$ cat config.mk
export PLATFORM = sky130hd
export DESIGN_NAME = ixc_assign_arb
export DESIGN_NICKNAME = d
export VERILOG_FILES = /design/src/rtl/ixc_assign_arb_pkg.sv /design/src/rtl/ixc_rr_pick.sv /design/src/rtl/ixc_assign_arb.sv
export SDC_FILE = /design/constraint.sdc
export NUM_CORES = 1
export LEC_CHECK = 0
export ABC_AREA = 1
export BUFFER_PORTS_ARGS = -buffer_cell sky130_fd_sc_hd__buf_2
export CORE_AREA = 2 2 156 158
export CTS_BUF_LIST = sky130_fd_sc_hd__clkbuf_8
export CTS_CLUSTER_DIAMETER = 120
export DETAILED_ROUTE_END_ITERATION = 8
export DIE_AREA = 0 0 158 160
export HOLD_SLACK_MARGIN = 0.1
export PLACE_DENSITY = 0.65
export SETUP_SLACK_MARGIN = 0.2
export SLEW_MARGIN = 0
export SYNTH_ARGS = -nofsm -noshare
export SYNTH_HDL_FRONTEND = slang
export SYNTH_SLANG_ARGS = --single-unit
export TNS_END_PERCENT = 30
$ cat constraint.sdc
create_clock -name clk -period 2.5 [get_ports clk]
set_input_delay 0.25 -clock clk [delete_from_list [all_inputs] [get_ports clk]]
set_output_delay 0.25 -clock clk [all_outputs]
set_load 0.005 [all_outputs]
$ cat src/rtl/ixc_assign_arb_pkg.sv
// Shared constants, state type and index-width helper for the assign-channel arbiter.
package ixc_assign_arb_pkg;

   localparam int W_DEFAULT = 73;
   localparam int NREQ_MAX  = 16;

   // Index width for n items, never narrower than one bit.
   function automatic int idx_w(input int n);
      return (n > 2) ? $clog2(n) : 1;
   endfunction

   typedef enum logic {
      OPEN   = 1'b0,
      LOCKED = 1'b1
   } arb_state_t;

endpackage

$ cat src/rtl/ixc_rr_pick.sv
// Combinational round-robin picker: first masked request at or after ptr, modulo NREQ.
module ixc_rr_pick
   import ixc_assign_arb_pkg::*;
#(
   parameter int NREQ = 4,
   parameter int IW   = idx_w(NREQ)
) (
   input  logic [NREQ-1:0] req,
   input  logic [IW-1:0]   ptr,
   input  logic [NREQ-1:0] mask,
   output logic            found,
   output logic [NREQ-1:0] grant,
   output logic [IW-1:0]   index
);

   logic [NREQ-1:0] eligible;
   logic [IW-1:0]   cand;

   assign eligible = req & mask;

   always_comb begin
      found = 1'b0;
      grant = '0;
      index = '0;
      cand  = '0;
      for (int k = 0; k < NREQ; k++) begin
         cand = IW'((int'(ptr) + k) % NREQ);
         if (!found && eligible[cand]) begin
            found       = 1'b1;
            grant[cand] = 1'b1;
            index       = cand;
         end
      end
   end

endmodule

$ cat src/rtl/ixc_assign_arb.sv
// Round-robin arbiter sharing one assign channel among NREQ requesters, with burst lock,
// a single-entry output register and a saturating handshake counter.
module ixc_assign_arb
   import ixc_assign_arb_pkg::*;
#(
   parameter int NREQ  = 4,
   parameter int W     = W_DEFAULT,
   parameter int CNT_W = 16,
   localparam int IW   = idx_w(NREQ)
) (
   input  logic              clk,
   input  logic              rst,
   input  logic [NREQ-1:0]   req_valid,
   input  logic [NREQ-1:0]   req_lock,
   input  logic [NREQ*W-1:0] req_data,
   output logic [NREQ-1:0]   req_ready,
   output logic              out_valid,
   output logic [W-1:0]      out_data,
   output logic [IW-1:0]     out_src,
   input  logic              out_ready,
   output logic [CNT_W-1:0]  xfer_cnt,
   output arb_state_t        dbg_state,
   output logic [IW-1:0]     dbg_owner,
   output logic [IW-1:0]     dbg_ptr
);

   // Handshakes: a requester word transfers when req_valid[i] && req_ready[i];
   // the output word transfers when out_valid && out_ready. out_valid never drops
   // while out_ready is low, and out_data/out_src are stable while held.

   arb_state_t      state;
   logic [IW-1:0]   owner;
   logic [IW-1:0]   ptr;

   logic            can_load;
   logic            accept;
   logic [NREQ-1:0] mask;
   logic            pick_found;
   logic [NREQ-1:0] pick_grant;
   logic [IW-1:0]   pick_idx;
   logic            win_lock;
   logic [W-1:0]    win_data;

   // While locked only the owner is eligible, even if it is idle this cycle.
   always_comb begin
      mask = '1;
      if (state == LOCKED) begin
         mask        = '0;
         mask[owner] = 1'b1;
      end
   end

   ixc_rr_pick #(
      .NREQ (NREQ),
      .IW   (IW)
   ) u_pick (
      .req   (req_valid),
      .ptr   (ptr),
      .mask  (mask),
      .found (pick_found),
      .grant (pick_grant),
      .index (pick_idx)
   );

   // A reset cycle accepts nothing: any word taken now would be discarded.
   assign can_load  = !out_valid || out_ready;
   assign accept    = can_load && pick_found && !rst;
   assign req_ready = accept ? pick_grant : '0;
   assign win_lock  = req_lock[pick_idx];
   assign win_data  = req_data[pick_idx*W +: W];

   always_ff @(posedge clk) begin
      if (rst) begin
         state     <= OPEN;
         owner     <= '0;
         ptr       <= '0;
         out_valid <= 1'b0;
         out_data  <= '0;
         out_src   <= '0;
         xfer_cnt  <= '0;
      end else begin
         if (out_valid && out_ready && (xfer_cnt != '1)) begin
            xfer_cnt <= xfer_cnt + 1'b1;
         end
         if (accept) begin
            out_valid <= 1'b1;
            out_data  <= win_data;
            out_src   <= pick_idx;
            if (win_lock) begin
               state <= LOCKED;
               owner <= pick_idx;
            end else begin
               state <= OPEN;
               ptr   <= (pick_idx == IW'(NREQ - 1)) ? '0 : pick_idx + 1'b1;
            end
         end else if (out_ready) begin
            out_valid <= 1'b0;
         end
      end
   end

   assign dbg_state = state;
   assign dbg_owner = owner;
   assign dbg_ptr   = ptr;

endmodule

==> results.json <==
{
  "status": "completed",
  "timing.hold.worst.class": "input pin to flip-flop",
  "highest_count_cells_in_the_layout_ignoring_fill_and_taps": "nand2_1 (406), buf_2 (403), nand3_1 (115), dfxtp_1 (92), inv_1 (86)",
  "synth_area_per_cell_sq_um": 6.11,
  "grt_max_degree": 65,
  "synth_compound_gate_area_share_pct": 16.4,
  "tritoncts": "yes",
  "synth_top_cell_area_share_pct": 29.5,
  "worst_slew_slack_as_a_fraction_of_its_limit_pct": 60.4,
  "routed_wl_mm": 29.7,
  "yosys-top-cells-area": "dfxtp_1 (29%), nand2_1 (24%), nand3_1 (9.6%)",
  "critical-path-slowest-cell": "dfxtp_4",
  "slowest_delay_ns": 0.38,
  "worstSetupStartpointType": "flip-flop",
  "detail-route-antenna-nets": 0,
  "clock_sink_count": 97,
  "crit_chain": "o21ai_4 -> nand3_2 -> nand2_2 -> nand2_2 -> nand2_2 -> nand4_4 -> nand2_4 -> nand2_8 -> buf_6 -> buf_6 -> buf_4 -> buf_6 -> nand2_1 -> nand3_1 -> nand3_1 -> nand2_1",
  "data_required_time_at_the_worst_endpoint_ns": 2.80,
  "number_of_enable_type_register_cells_in_the_synthesized_netlist": 0,
  "detail_route.iter0.violations": 512,
  "main_combinational_cell_family_by_area_after_synthesis": "simple AND/OR/NAND/NOR gates",
  "worstPathArrival_ns": 2.57,
  "critical_path_buf_inv_count": 4,
  "dp.final_hpwl_mm": 19.9,
  "fin_worst_skew_ns": 0.0214,
  "design.die.area_sq_um": 25300,
  "synth.net_count": 1390,
  "timing_worst_slew_pin_value_ns": 0.593,
  "rsz0062_at_grt": "true",
  "cts_made_buffers": 9,
  "layout.cells.most_common": "nand2_1",
  "avgViaCountPerCell": 4.79,
  "via_count_of_the_first_global_routing_pass": 7960,
  "worst_ir_drop_vdd_v": 0.000582,
  "grt_first_pass_wirelength_mm": 40.0,
  "placed_cell_area_sq_um": 8980,
  "initial_antenna_violation_count": 4,
  "synthAdderAreaFrac_pct": 1.71,
  "setup_ws_ns": 0.230,
  "synth.largest_area_cell": "dfxtp_1",
  "fin_crit_sh_pct": 90.8,
  "final_nets": 1835,
  "via_count": 8884,
  "pwr_density_cell_nw_per_um2": 1220,
  "worst_setup_path_startpoint": "dbg_owner[1]",
  "critPathMaxFanout": 11,
  "port-buffer-count": 403,
  "drc_errors_left": 0,
  "synth_async_sr_flop_share_pct": 0,
  "muxShareOfSynthArea_pct": 0,
  "ff2ff_setup_slack_ns": 0.23,
  "worst_setup_hold_path_clk_slew_ns": 0.12,
  "worst-r2r-cell-count": 16,
  "leakagePower_uw": 0.00545,
  "crit_path_end_kind": "flip-flop",
  "root_buffer": "clkbuf_8",
  "final_area_sq_um": 10500,
  "worst-path-stages": 16,
  "route.detailed.wl_per_inst_um": 16.0,
  "critical-path-top-delay-family": "simple AND/OR/NAND/NOR gates",
  "cts_htree_levels": 3,
  "syn_to_final_growth_pct": 58.8,
  "gr-total-overflow": 0,
  "critPathCapture": "out_data[23]",
  "timing_max_transition_violations_final": 0,
  "globalRouteTotalUtil_pct": 20.0,
  "post_synth_inst_count": 1078,
  "yosys_register_bits": 97,
  "r2r_end": "out_data[23]",
  "cap_violations": 0,
  "tns_ns": 0,
  "cts-root-to-sink-buffers": 2,
  "netlist_area_sq_um": 6590,
  "core-area_sq_um": 23800,
  "synth_warnings": 0,
  "dpl_worst_slack_ns": -0.0593,
  "period_minus_slack_ns": 2.27,
  "yosys.cell_types.count": 32,
  "layout-drive-gt1-share_pct": 36.6,
  "die_y_um": 160,
  "synth_xor_xnor_area_share_pct": 0.532,
  "chipWidth_um": 158,
  "report.final.hold_viol_count": 0,
  "gp_congestion": 0.890,
  "worst_hold_slack_ns": 0.122,
  "row_count": 57,
  "sequential_area_share_after_synthesis_pct": 29.5,
  "floorplan.io_pins": 404,
  "clkLatencyLatePin_ns": 0.39,
  "worst_reg2reg_startpoint": "dbg_owner[1]",
  "final_core_util_pct": 43.9,
  "start_util_pct": 27.7,
  "fmax_mhz": 440,
  "drt_first_pass_iters": 5,
  "crit_type": "flip-flop to flip-flop",
  "simple_gate_share_of_the_synthesized_area_pct": 40.1,
  "synth_flop_cell": "dfxtp_1",
  "final-setup-viol-count": 0
}
## worst min path at each step
stage,start,end,slack [ns],depth (start not counted)
after floorplan,req_data[80],out_data[7],0.40,2
after CTS,req_data[54],out_data[54],0.10,3
after global routing,req_data[54],out_data[54],0.10,3
after global placement,out_data[30],out_data[30],0.45,2
after detailed placement,out_data[72],out_data[72],0.46,2
final,req_data[54],out_data[54],0.12,3
## worst register-to-register path, cell delays in order (launching register included)
cell,delay (ns)
dfxtp_4,0.38
o21ai_4,0.16
nand3_2,0.13
nand2_2,0.12
nand2_2,0.07
nand2_2,0.09
nand4_4,0.14
nand2_4,0.16
nand2_8,0.08
buf_6,0.12
buf_6,0.12
buf_4,0.13
buf_6,0.16
nand2_1,0.08
nand3_1,0.10
nand3_1,0.10
nand2_1,0.05
## power breakdown
part	internal (uW)	switching [uW]
Clock	394	686
Combinational	4040	5260
Sequential	2120	309
Total	6550	6260
## timing repair
action                     in CTS  in global routing
setup endpoints to repair      77                 83
pin swaps                       4                 23
cloned                          3                 12
hold endpoints to repair       29                  0
buffers inserted                6                 22
hold buffers                   29                  0
gates resized for setup        12                 78
## Yosys cell counts, drive strengths merged (2+ instances only)
master / n
nor3b: 2
a31o: 29
nand3: 132
o211ai: 42
nor2: 53
nor4: 5
clkbuf: 14
nand4: 3
xor2: 3
a31oi: 4
a41oi: 4
inv: 96
nor3: 8
o21ai: 18
nand2: 427
ha: 9
a21oi: 72
dfxtp: 97
buf: 57
## cell families (layout without fill, tap and decap cells)
family	Yosys count	count (layout)
AND/OR/NAND/NOR	631	631
AO/OA/AOI/OAI	169	169
buffers and inverters	168	618
flip-flops	97	97
adder cells (fa/ha/maj)	9	9
XOR/XNOR	4	4
other	0	2
## registers in the layout, indices dropped and copies added (netlist names)
signal,count
dbg_state,1
xfer_cnt,16
dbg_owner,2
out_src,2
out_data,73
out_valid,1
dbg_ptr,2
## per-layer routing
metal	vias up	wire, um	track usage, %
met3	48	2370	4.97
met5	-	26	0
met1	4016	11900	22.2
met4	4	633	5.81
met2	412	14800	37.2
li1	4404	-	-
## per-stage QoR
| step | power [uW] | std cells |
|---|---|---|
| final | 12800 | 1854 |
| after floorplan | 7080 | 1078 |
| after detailed placement | 9430 | 1764 |
| after global routing | 13800 | 1853 |
| after global placement | 9370 | 1764 |
| after CTS | 11000 | 1818 |
## cell type report
type / count / area, sq um
multi-input combinational: 813 / 4160
timing repair buffer: 505 / 3340
clock buffer: 9 / 124
antenna: 2 / 5.00
fill: 2531 / 13400
sequential: 97 / 1960
clock inverter: 7 / 73.8
inverter: 97 / 403
tap: 324 / 405
Note: power is estimated with default switching activity, not from simulation.
